### config.mk
export PLATFORM = sky130hd
export DESIGN_NAME = full_st0_phase_sequencer
export DESIGN_NICKNAME = d
export VERILOG_FILES = /design/src/rtl/full_st0_phase_sequencer.sv
export SDC_FILE = /design/constraint.sdc
export NUM_CORES = 1
export LEC_CHECK = 0
export CAP_MARGIN = 20
export CORE_ASPECT_RATIO = 1.5
export CORE_MARGIN = 8
export CORE_UTILIZATION = 41
export DETAILED_ROUTE_END_ITERATION = 10
export GPL_TIMING_DRIVEN = 0
export PLACE_DENSITY = 0.74
export SLEW_MARGIN = 30
export SYNTH_ARGS = -nofsm -noshare
export SYNTH_HDL_FRONTEND = slang
export SYNTH_SLANG_ARGS = --single-unit
### constraint.sdc
create_clock -name clk -period 1.7 [get_ports clk]
set_clock_uncertainty 0.1 [all_clocks]
set_input_delay 0.34 -clock clk [delete_from_list [all_inputs] [get_ports clk]]
set_output_delay 0.34 -clock clk [all_outputs]
set_load 0.005 [all_outputs]
### src/rtl/full_st0_phase_sequencer.sv
// rtl/full_st0_phase_sequencer.sv - stage-0 FC layer pass sequencer; FULL_ST0_SEQ_ABORT_EN adds abort/aborted
module full_st0_phase_sequencer #(
  parameter int LEN_W        = 3,
  parameter int DEPTH_W      = 3,
  parameter int DRAIN_CYCLES = 12
) (
  input  logic               clk,
  input  logic               reset,
`ifdef FULL_ST0_SEQ_ABORT_EN
  input  logic               abort,
  output logic               aborted,
`endif
  input  logic               cfg_vld,
  output logic               cfg_rdy,
  input  logic [LEN_W-1:0]   cfg_load_length,
  input  logic [DEPTH_W-1:0] cfg_load_depth,
  input  logic               cfg_state_length,
  input  logic               cfg_error_en,
  input  logic               state_finish,
  input  logic               read_finish,
  output logic [LEN_W-1:0]   load_length,
  output logic [DEPTH_W-1:0] load_depth,
  output logic               state_length,
  output logic               error_update_mode,
  output logic               error_update_first,
  output logic               error_update_latch,
  output logic               error_finish_tap,
  output logic [2:0]         phase,
  output logic               busy,
  output logic               done
);

  localparam int DRAIN_W = (DRAIN_CYCLES > 1) ? $clog2(DRAIN_CYCLES) : 1;
  localparam logic [DRAIN_W-1:0] DRAIN_LAST = DRAIN_W'(DRAIN_CYCLES - 1);

  typedef enum logic [2:0] {
    IDLE      = 3'd0,
    FWD       = 3'd1,
    ERR_FIRST = 3'd2,
    ERR       = 3'd3,
    DRAIN     = 3'd4
  } state_e;

  state_e             state_q, state_d;
  logic [DEPTH_W:0]   pass_q, pass_d;
  logic [DRAIN_W-1:0] drain_q, drain_d;
  logic [LEN_W-1:0]   len_q, len_d;
  logic [DEPTH_W-1:0] depth_q, depth_d;
  logic               slen_q, slen_d;
  logic               err_en_q, err_en_d;
  logic               pass_last;
  logic               abort_take;

  // pass_cnt is one bit wider than depth so depth+1 passes never wrap
  assign pass_last = (pass_q == {1'b0, depth_q});

`ifdef FULL_ST0_SEQ_ABORT_EN
  assign abort_take = abort && (state_q != IDLE);
`else
  assign abort_take = 1'b0;
`endif

  // next-state, counter and config-latch decisions
  always_comb begin
    state_d  = state_q;
    pass_d   = pass_q;
    drain_d  = drain_q;
    len_d    = len_q;
    depth_d  = depth_q;
    slen_d   = slen_q;
    err_en_d = err_en_q;
    case (state_q)
      IDLE: begin
        if (cfg_vld) begin
          len_d    = cfg_load_length;
          depth_d  = cfg_load_depth;
          slen_d   = cfg_state_length;
          err_en_d = cfg_error_en;
          pass_d   = '0;
          state_d  = FWD;
        end
      end
      FWD: begin
        if (state_finish) begin
          if (pass_last) begin
            pass_d  = '0;
            drain_d = '0;
            state_d = err_en_q ? ERR_FIRST : DRAIN;
          end else begin
            pass_d = pass_q + (DEPTH_W + 1)'(1);
          end
        end
      end
      ERR_FIRST: begin
        // completing the phase wins over leaving ERR_FIRST on read_finish
        if (state_finish && pass_last) begin
          pass_d  = '0;
          drain_d = '0;
          state_d = DRAIN;
        end else begin
          if (state_finish) pass_d = pass_q + (DEPTH_W + 1)'(1);
          if (read_finish)  state_d = ERR;
        end
      end
      ERR: begin
        if (state_finish) begin
          if (pass_last) begin
            pass_d  = '0;
            drain_d = '0;
            state_d = DRAIN;
          end else begin
            pass_d = pass_q + (DEPTH_W + 1)'(1);
          end
        end
      end
      DRAIN: begin
        if (drain_q == DRAIN_LAST) begin
          drain_d = '0;
          state_d = IDLE;
        end else begin
          drain_d = drain_q + DRAIN_W'(1);
        end
      end
      default: state_d = IDLE;
    endcase
    if (abort_take) begin
      state_d = IDLE;
      pass_d  = '0;
      drain_d = '0;
    end
  end

  // state, counters and the config registers driven to the FIFO controller
  always_ff @(posedge clk) begin
    if (reset) begin
      state_q  <= IDLE;
      pass_q   <= '0;
      drain_q  <= '0;
      len_q    <= '0;
      depth_q  <= '0;
      slen_q   <= 1'b0;
      err_en_q <= 1'b0;
    end else begin
      state_q  <= state_d;
      pass_q   <= pass_d;
      drain_q  <= drain_d;
      len_q    <= len_d;
      depth_q  <= depth_d;
      slen_q   <= slen_d;
      err_en_q <= err_en_d;
    end
  end

`ifdef FULL_ST0_SEQ_ABORT_EN
  logic aborted_q;
  // one-cycle acknowledge that a busy pass was abandoned
  always_ff @(posedge clk) begin
    if (reset) aborted_q <= 1'b0;
    else       aborted_q <= abort_take;
  end
  assign aborted = aborted_q;
`endif

  assign load_length        = len_q;
  assign load_depth         = depth_q;
  assign state_length       = slen_q;
  assign phase              = state_q;
  assign busy               = (state_q != IDLE);
  assign cfg_rdy            = (state_q == IDLE);
  assign error_update_mode  = (state_q == ERR_FIRST) || (state_q == ERR);
  assign error_update_first = (state_q == ERR_FIRST);
  assign error_update_latch = (state_q == ERR_FIRST) || (state_q == ERR);
  // tap follows state_finish in the same cycle so the controller sees it aligned
  assign error_finish_tap   = state_finish && ((state_q == ERR_FIRST) || (state_q == ERR));
  assign done               = (state_q == DRAIN) && (drain_q == DRAIN_LAST);

endmodule

# --- Word level (Yosys, flattened, before mapping) ---
# Cells that the tools add are included.
word_totals:
  wordCells: 60
  regBits: 19
  output_inout_bits: 17
  in_bits: 13
op_classes:
  n_eq_ne: 17
  add_sub_neg: 2
  mux: 21
  n_reduce_logical: 13
op_table:
  columns: ["cell", "count"]
  rows:
  - ["$mux 4", 9]
  - ["$mux 3", 9]
  - ["$pmux 4 s3", 2]
  - ["$pmux 3 s5", 1]
  - ["$ne 2x2->1 const B", 6]
  - ["$reduce_bool 3->1", 3]
  - ["$add 4x1->4 const B", 2]
  - ["$reduce_and 4->1", 2]
  - ["$reduce_and 7->1", 1]
  - ["$eq 3x2->1 const B", 2]
  - ["$ne 2x1->1 const B", 3]
  - ["$ne 3x2->1 const B", 2]
  - ["$eq 4x3->1", 1]
  - ["$eq 4x4->1 const B", 1]
  - ["$eq 3x1->1 const B", 1]
  - ["$eq 3x3->1 const B", 1]
  - ["$logic_and 1x1->1", 3]
  - ["$logic_not 3->1", 1]
  - ["$reduce_and 2->1", 1]
  - ["$reduce_or 2->1", 1]
  - ["$logic_or 1x1->1", 1]

# --- Longest topological paths before layout ---
# Gate-level depths: netlist of run 1.
depth:
  word_depth: 4
  ltp_mapped: 6
  ltp_nobuf: 6

# --- Worst setup path before layout of run 1 ---
# OpenSTA, ideal clock, no wires.
synth_path:
  kind: "register -> register"
  startpoint: "reg pass_q[0]"
  endpoint: "reg state_q[1] (netlist: phase[1])"
  slack_ns: -0.026
  setup_ns: 0.121
  period_less_slack_ns: 1.726
  stages_incl_launch_ff: 7
  n_path_buf: 1
  required_ns: 1.479
  t_arrival_ns: 1.505
  cell_sequence: "dfxtp_1 > xnor2_1 > and4_1 > buf_6 > o21ai_2 > a221o_2 > mux2_4"
synth_via:
  elab_chain_cells: 4
  elab_cells_between_ends: 8
  cone_classes: "eq/ne (4); mux (2); reduce/logical (2)"
synth_lines:
  columns: ["element", "line_no", "text"]
  rows:
  - ["start, declared", "45", "logic [DEPTH_W:0] pass_q, pass_d;"]
  - ["start signal, assigned", "145", "pass_q <= pass_d;"]
  - ["$eq 4x3->1 (*)", "55", "assign pass_last = (pass_q == {1'b0, depth_q});"]
  - ["$logic_and 1x1->1", "96", "if (state_finish && pass_last) begin"]
  - ["$ne 3x2->1 (no source line) or $mux 3 (tied branches)", null, null]
  - ["$reduce_and 7->1 (no source line) or $pmux 3 s5 (tied branches)", null, null]
  - ["end signal, assigned", "144", "state_q <= state_d;"]
  - ["end, declared", "44", "state_e state_q, state_d;"]
# Mark *: on every way between the ends. The rest lies on a longest branch, timed or not.
# A chain may end at the register's enable or synchronous reset.

# --- Worst setup path in the final report of run 1 ---
layout_path:
  startpoint: "reg state_q[1] (netlist: phase[1])"
  endpoint: "reg pass_q[3]"
layout_via:
  elab_chain_cells: 4
  elab_cells_between_ends: 11
  cone_classes: "eq/ne (6); mux (1); reduce/logical (4)"
layout_lines:
  columns: ["element", "line_no", "text"]
  rows:
  - ["$eq 3x2->1 or $eq 3x1->1 (tied branches)", "72", "case (state_q)"]
  - ["$reduce_or 2->1 (no source line)", null, null]
  - ["$ne 2x1->1 (no source line) or $reduce_bool 3->1 (tied branches)", null, null]
  - ["$reduce_and 4->1 (no source line)", null, null]
# Parallel ways exist; a longest one is shown, timed or not.

==> flow_summary.toml, run 1 <==
[outcome]
status = "finished with violations"
violations = "negative setup slack"

[worst_hold_path]
hold_path_depth = 2
holdCritPathClass = "input pin to register"

[finish]
syn_to_final_growth_pct = 60.8
antenna-diode-count = 0
seqCellArea_um2 = 404
drive_gt1_share_pct = 37.2
final_util_pct = 67.4
final_nets = 188
stdcell_count = 196
multiInputGateArea_um2 = 667
final_cell_area_um2 = 1600
fill_cells = 187

[setup_path]
critPathLaunchType = "register"
cp_cell_sequence = "buf_6 > or3b_4 > a21oi_2 > nand4_1 > or3_4 > a21oi_2"
reg2reg_from = "phase[1]"
cp-end-kind = "register"
cp.required_ns = 1.83
crit_start = "phase[1]"
critPathKind = "register to register"
r2r_cells = 6
worstPathMaxFanout = 5
rr_endpoint = "pass_q[3]"
crit_path_top_delay_cell = "or3_4"
cp_slowest_stage_delay_ns = 0.38
cp_common_cell = "a21oi_2"
worstSetupEndpoint = "pass_q[3]"
arrival_ns = 1.93
r2r_setup_slack_ns = -0.10

[place]
dp_slack_ns = -0.580
post-dp-hpwl_mm = 1.89
dp_cells = 176
placed_cell_area_um2 = 1310
port_buffers = 28
place_congestion = 0.843

[clock_network]
cts-buffers-inserted = 3
ctsLongestPathBuffers = 2
cts_tree = "done"
clock_latency_ns = 0.29
cts_sinks = 19
hold_buffers = 0
htree_num_levels = 1
clockRootBuffer = "clkbuf_4"
clk_pin_slew_ns = 0.10

[sta]
holdWs_ns = 0.334
fin_crit_ns = 1.80
finalHoldViolCount = 0
relSlewSlack_pct = 73.1
clock.fmax_mhz = 555
fin_crit_sh_pct = 106
slew_viol_final = 0
finalWorstSetupSlack_ns = -0.103
worst_pin_slew_ns = 0.403
setup_violations = 5
rsz0062_at_grt = "true"

[synthesis]
ys_seq_elements = 19
synth_top_area_share_pct = 38.3
synth_cells = 124
yosys_most_used_dff = "dfxtp_1"
synth_area_per_cell_um2 = 8.00
syn_area_um2 = 992
yosys-top-cells-area = "dfxtp_1, nand2_1, nor2_1"
synth_cell_types = 37
synth.largest_area_cell = "dfxtp_1"
ys_seq_area_share_pct = 38.3
synth_edf_count = 0
synth_fp_nets = 139
synthArstFlopShare_pct = 0
yosysWarnings = 0

[power]
p_per_area_nw_per_um2 = 808
cellLeakagePower_nw = 0.656
ir_worst_vdd_mv = 0.458

[drt]
routed_wl_mm = 2.91
viasPerCell = 5.46
ant_nets = 0
wl_per_cell_um = 14.9
dr.pass1.iters = 4
drc = 0
vias = 1071
drt_iter0_drc = 32

[global_route]
grt-ovfl-total = 0
grt_max_degree = 11
grt_pass1_vias = 1154
antenna_found_initial = 0
track_usage_pct = 13.9
grt_pass1_wl_mm = 5.04

[flow_run]
cap_violations = 0

[floorplan]
start_util_pct = 41.9
pin_count = 30
rows = 22
coreArea_um2 = 2370
dieArea_um2 = 4280
die_x_um = 56.2
die_h_um = 76.3
[repair_timing]
| action | in CTS | in global routing |
|---|---|---|
| resized for setup | 55 | 17 |
| endpoints found under the setup margin | 14 | 16 |
| buffers inserted | 16 | 1 |
| pin swaps | 4 | 6 |
[worst min-delay path by stage]
stage                         startpoint             end  slack [ns]
after CTS                          reset        phase[0]        0.31
after global placement    load_length[2]  load_length[2]        0.35
after detailed placement  load_length[0]  load_length[0]        0.35
final                              reset        phase[0]        0.33
after global routing               reset        phase[0]        0.38
after floorplan                pass_q[3]       pass_q[3]        0.34
[per-layer routing]
| layer | global-route usage (%) | routed length [um] | vias up |
|---|---|---|---|
| li1 | - | - | 529 |
| met1 | 14.3 | 1120 | 494 |
| met2 | 24.2 | 1520 | 38 |
| met3 | 2.67 | 140 | 10 |
| met4 | 9.90 | 137 | 0 |
| met5 | 0 | 0 | - |
[registers in the layout, summed over array words and instances (netlist names)]
signal	cells
load_length	3
drain_q	4
err_en_q	1
pass_q	4
phase	3
load_depth	3
state_length	1
[critical path, delay by kind of cell (launching register included)]
family / cells / cell delay, ns
AOI/OAI and AO/OA: 2 / 0.29
buffers and inverters: 1 / 0.12
and+or+nand+nor: 3 / 0.87
DFF: 1 / 0.36
[power breakdown]
part	total [mW]	switching (mW)	leakage (nW)	internal, mW
clock network	0.222	0.131	0.0150	0.0912
logic	0.529	0.242	0.480	0.287
registers	0.539	0.0522	0.161	0.487
total	1.29	0.425	0.656	0.865
[kinds of logic after synthesis]
logic type                 share of synthesized area, %
adders and majority gates                          2.52
xor gates and xnor gates                           2.65
DFF                                                38.3
and+or+nand+nor                                    28.9
muxes                                              3.53
AOI/OAI and AO/OA                                  18.7
buffers and inverters                              5.42
[cells in the final DEF, fill, tap and decap left out, types with 4 or more instances in the layout]
cell type / n
dfxtp_2: 7
buf_2: 5
dfxtp_1: 8
buf_6: 7
nor2_1: 11
dlygate4sd2_1: 5
a21oi_1: 10
clkdlybuf4s50_1: 17
buf_4: 12
nand2_1: 23
dfxtp_4: 4
[cell usage after synthesis (all sizes together) (3+ instances only)]
master / count
a21oi: 12
buf: 5
dfxtp: 19
nand2: 24
nand3: 3
nand4: 3
nor2: 15
nor3: 3
o21ai: 4
xnor2: 3
[final cells by class]
| cell class | count | area share [%] |
|---|---|---|
| Clock buffer | 4 | 1.65 |
| Multi-Input combinational cell | 96 | 41.8 |
| Inverter | 2 | 0.784 |
| Timing Repair Buffer | 45 | 25.0 |
| Tap cell | 24 | 1.88 |
| Sequential cell | 19 | 25.3 |
| Buffer | 6 | 3.53 |
[metrics by stage]
step | total power, mW | setup TNS [ns]
3_5_place_dp | 0.941 | -4.73
6_report | 1.29 | -0.253
2_1_floorplan | 0.772 | 0
3_3_place_gp | 0.928 | -4.30
5_1_grt | 1.37 | -0.713
4_1_cts | 1.28 | -0.629
(Power assumes the default switching activity.)
==> run 2, diff against run 1 <==
--- a/config.mk
+++ b/config.mk
@@ -12,6 +12,7 @@
 export DETAILED_ROUTE_END_ITERATION = 10
 export GPL_TIMING_DRIVEN = 0
 export PLACE_DENSITY = 0.74
+export SETUP_SLACK_MARGIN = 0.4
 export SLEW_MARGIN = 30
 export SYNTH_ARGS = -nofsm -noshare
 export SYNTH_HDL_FRONTEND = slang
==> run 2 against run 1 <==
Compared with the run above: the flow still finishes with violations (negative setup slack); critical path type unchanged; largest power group is now combinational cells; via count is 19% higher; critical path depth up 2; global-route usage is 3.2 points higher; critical endpoint is now phase[1].
==> flow_summary.toml, run 2 (same netlist as run 1, synthesis figures left out) <==
[drt]
viasPerCell = 5.91
vias = 1277
drc = 0
wl_per_cell_um = 19.5
routed_wl_mm = 4.21
drt_iter0_drc = 55
dr.pass1.iters = 4
ant_nets = 0

[floorplan]
pin_count = 30
rows = 22
start_util_pct = 41.9
coreArea_um2 = 2370
die_x_um = 56.2
die_h_um = 76.3
dieArea_um2 = 4280

[place]
placed_cell_area_um2 = 1330
place_congestion = 0.815
port_buffers = 28
post-dp-hpwl_mm = 1.90
dp_slack_ns = -0.563

[worst_hold_path]
holdCritPathClass = "register to register"

[finish]
mostFrequentLayoutCell = "buf_6"
drive_gt1_share_pct = 62.5
final_cell_area_um2 = 1960
mostFrequentLayoutCells = "buf_6, buf_4, nand2_1"
antenna-diode-count = 0
syn_to_final_growth_pct = 97.7
final_nets = 208
reg_top3 = "drain_q: 4 flops, pass_q: 4 flops"

[power]
combPwrFrac_pct = 52.0
ir_worst_vdd_mv = 0.682
p_sw_share_pct = 36.0
internal_power_mw = 1.04
p_per_area_nw_per_um2 = 829
seq_power_share_pct = 33.2
cellLeakagePower_nw = 0.844
power_frac_clock_pct = 14.9
switching_power_uw = 585

[setup_path]
cp.required_ns = 1.80
worstPathMaxFanout = 3
cp-end-kind = "register"
critPathKind = "register to register"
critPathLaunchType = "register"
arrival_ns = 1.95

[sta]
finalHoldViolCount = 0
fin_tns_setup_ns = -0.546
relSlewSlack_pct = 60.1
fin_crit_ns = 1.86
worst_pin_slew_ns = 0.599
fin_crit_sh_pct = 109
slew_viol_final = 0
rsz0062_at_grt = "true"
clock.fmax_mhz = 539
finalWorstSetupSlack_ns = -0.155
setup_violations = 6

[clock_network]
cts_tree = "done"
ctsLongestPathBuffers = 2
cts-buffers-inserted = 3
clock_latency_ns = 0.30
clk_pin_slew_ns = 0.11
clockRootBuffer = "clkbuf_4"
cts_sinks = 19
htree_num_levels = 1

[outcome]
violations = "negative setup slack"
status = "finished with violations"

[global_route]
antenna_found_initial = 0
grt_pass1_wl_mm = 6.03
grt-ovfl-total = 0
track_usage_pct = 17.1
grt_max_degree = 11
grt_pass1_vias = 1298

[flow_run]
cap_violations = 0
run 2: path summary, 6_finish.rpt:
kind	to	start	cells past startpoint	slack [ns]
worst min register to register	load_length[2]	load_length[2]	2	0.37
worst min-delay path	load_length[2]	load_length[2]	2	0.37
worst max register to register	phase[1]	phase[1]	8	-0.16
worst max-delay path	phase[1]	phase[1]	8	-0.16
run 2: critical path, stage by stage, from the launching register on:
cell      delay (ns)
dfxtp_2         0.36
buf_6           0.10
buf_6           0.11
nor3b_4         0.26
buf_6           0.16
nand2b_4        0.06
o21ai_4         0.14
a221o_2         0.16
mux2_4          0.30
run 2: routing by layer:
| metal | wire length [um] | up-vias | global-route usage [%] |
|---|---|---|---|
| met4 | 177 | 0 | 10.4 |
| li1 | - | 574 | - |
| met1 | 1510 | 607 | 16.4 |
| met5 | 0 | - | 0 |
| met2 | 2230 | 73 | 30.6 |
| met3 | 298 | 23 | 5.00 |
run 2: power by group through the flow:
stage                     clock network [mW]  logic, mW  registers (mW)
final                                  0.242      0.845           0.539
after floorplan                            0      0.251           0.533
after global routing                   0.260      0.892           0.543
after global placement                     0      0.405           0.537
after CTS                              0.241      0.682           0.535
after detailed placement                   0      0.413           0.539
run 2: stage by stage:
step	total power, mW	hold slack, ns	utilization, %	instances
after floorplan	0.785	0.342	-	124
after CTS	1.46	0.332	75.2	208
after global routing	1.69	0.388	82.9	216
final	1.63	0.367	82.9	216
after detailed placement	0.951	0.349	56.0	176
after global placement	0.942	0.347	56.0	176
run 2: what timing repair did:
item | in CTS | in global routing
pin swaps | 20 | 22
hold buffers | 0 | 0
setup buffers | 28 | 8
endpoints found under the setup margin | 36 | 36
cloned | 0 | 0
resized for setup | 125 | 41
endpoints found under the hold margin | 0 | 0
run 2: area by class of cell:
| type | count | area [um^2] |
|---|---|---|
| Tap cell | 24 | 30.0 |
| Multi-Input combinational cell | 96 | 803 |
| Buffer | 7 | 77.6 |
| Clock buffer | 4 | 26.3 |
| Timing Repair Buffer | 64 | 596 |
| Fill cell | 140 | 405 |
| Inverter | 2 | 10.0 |
| Sequential cell | 19 | 419 |
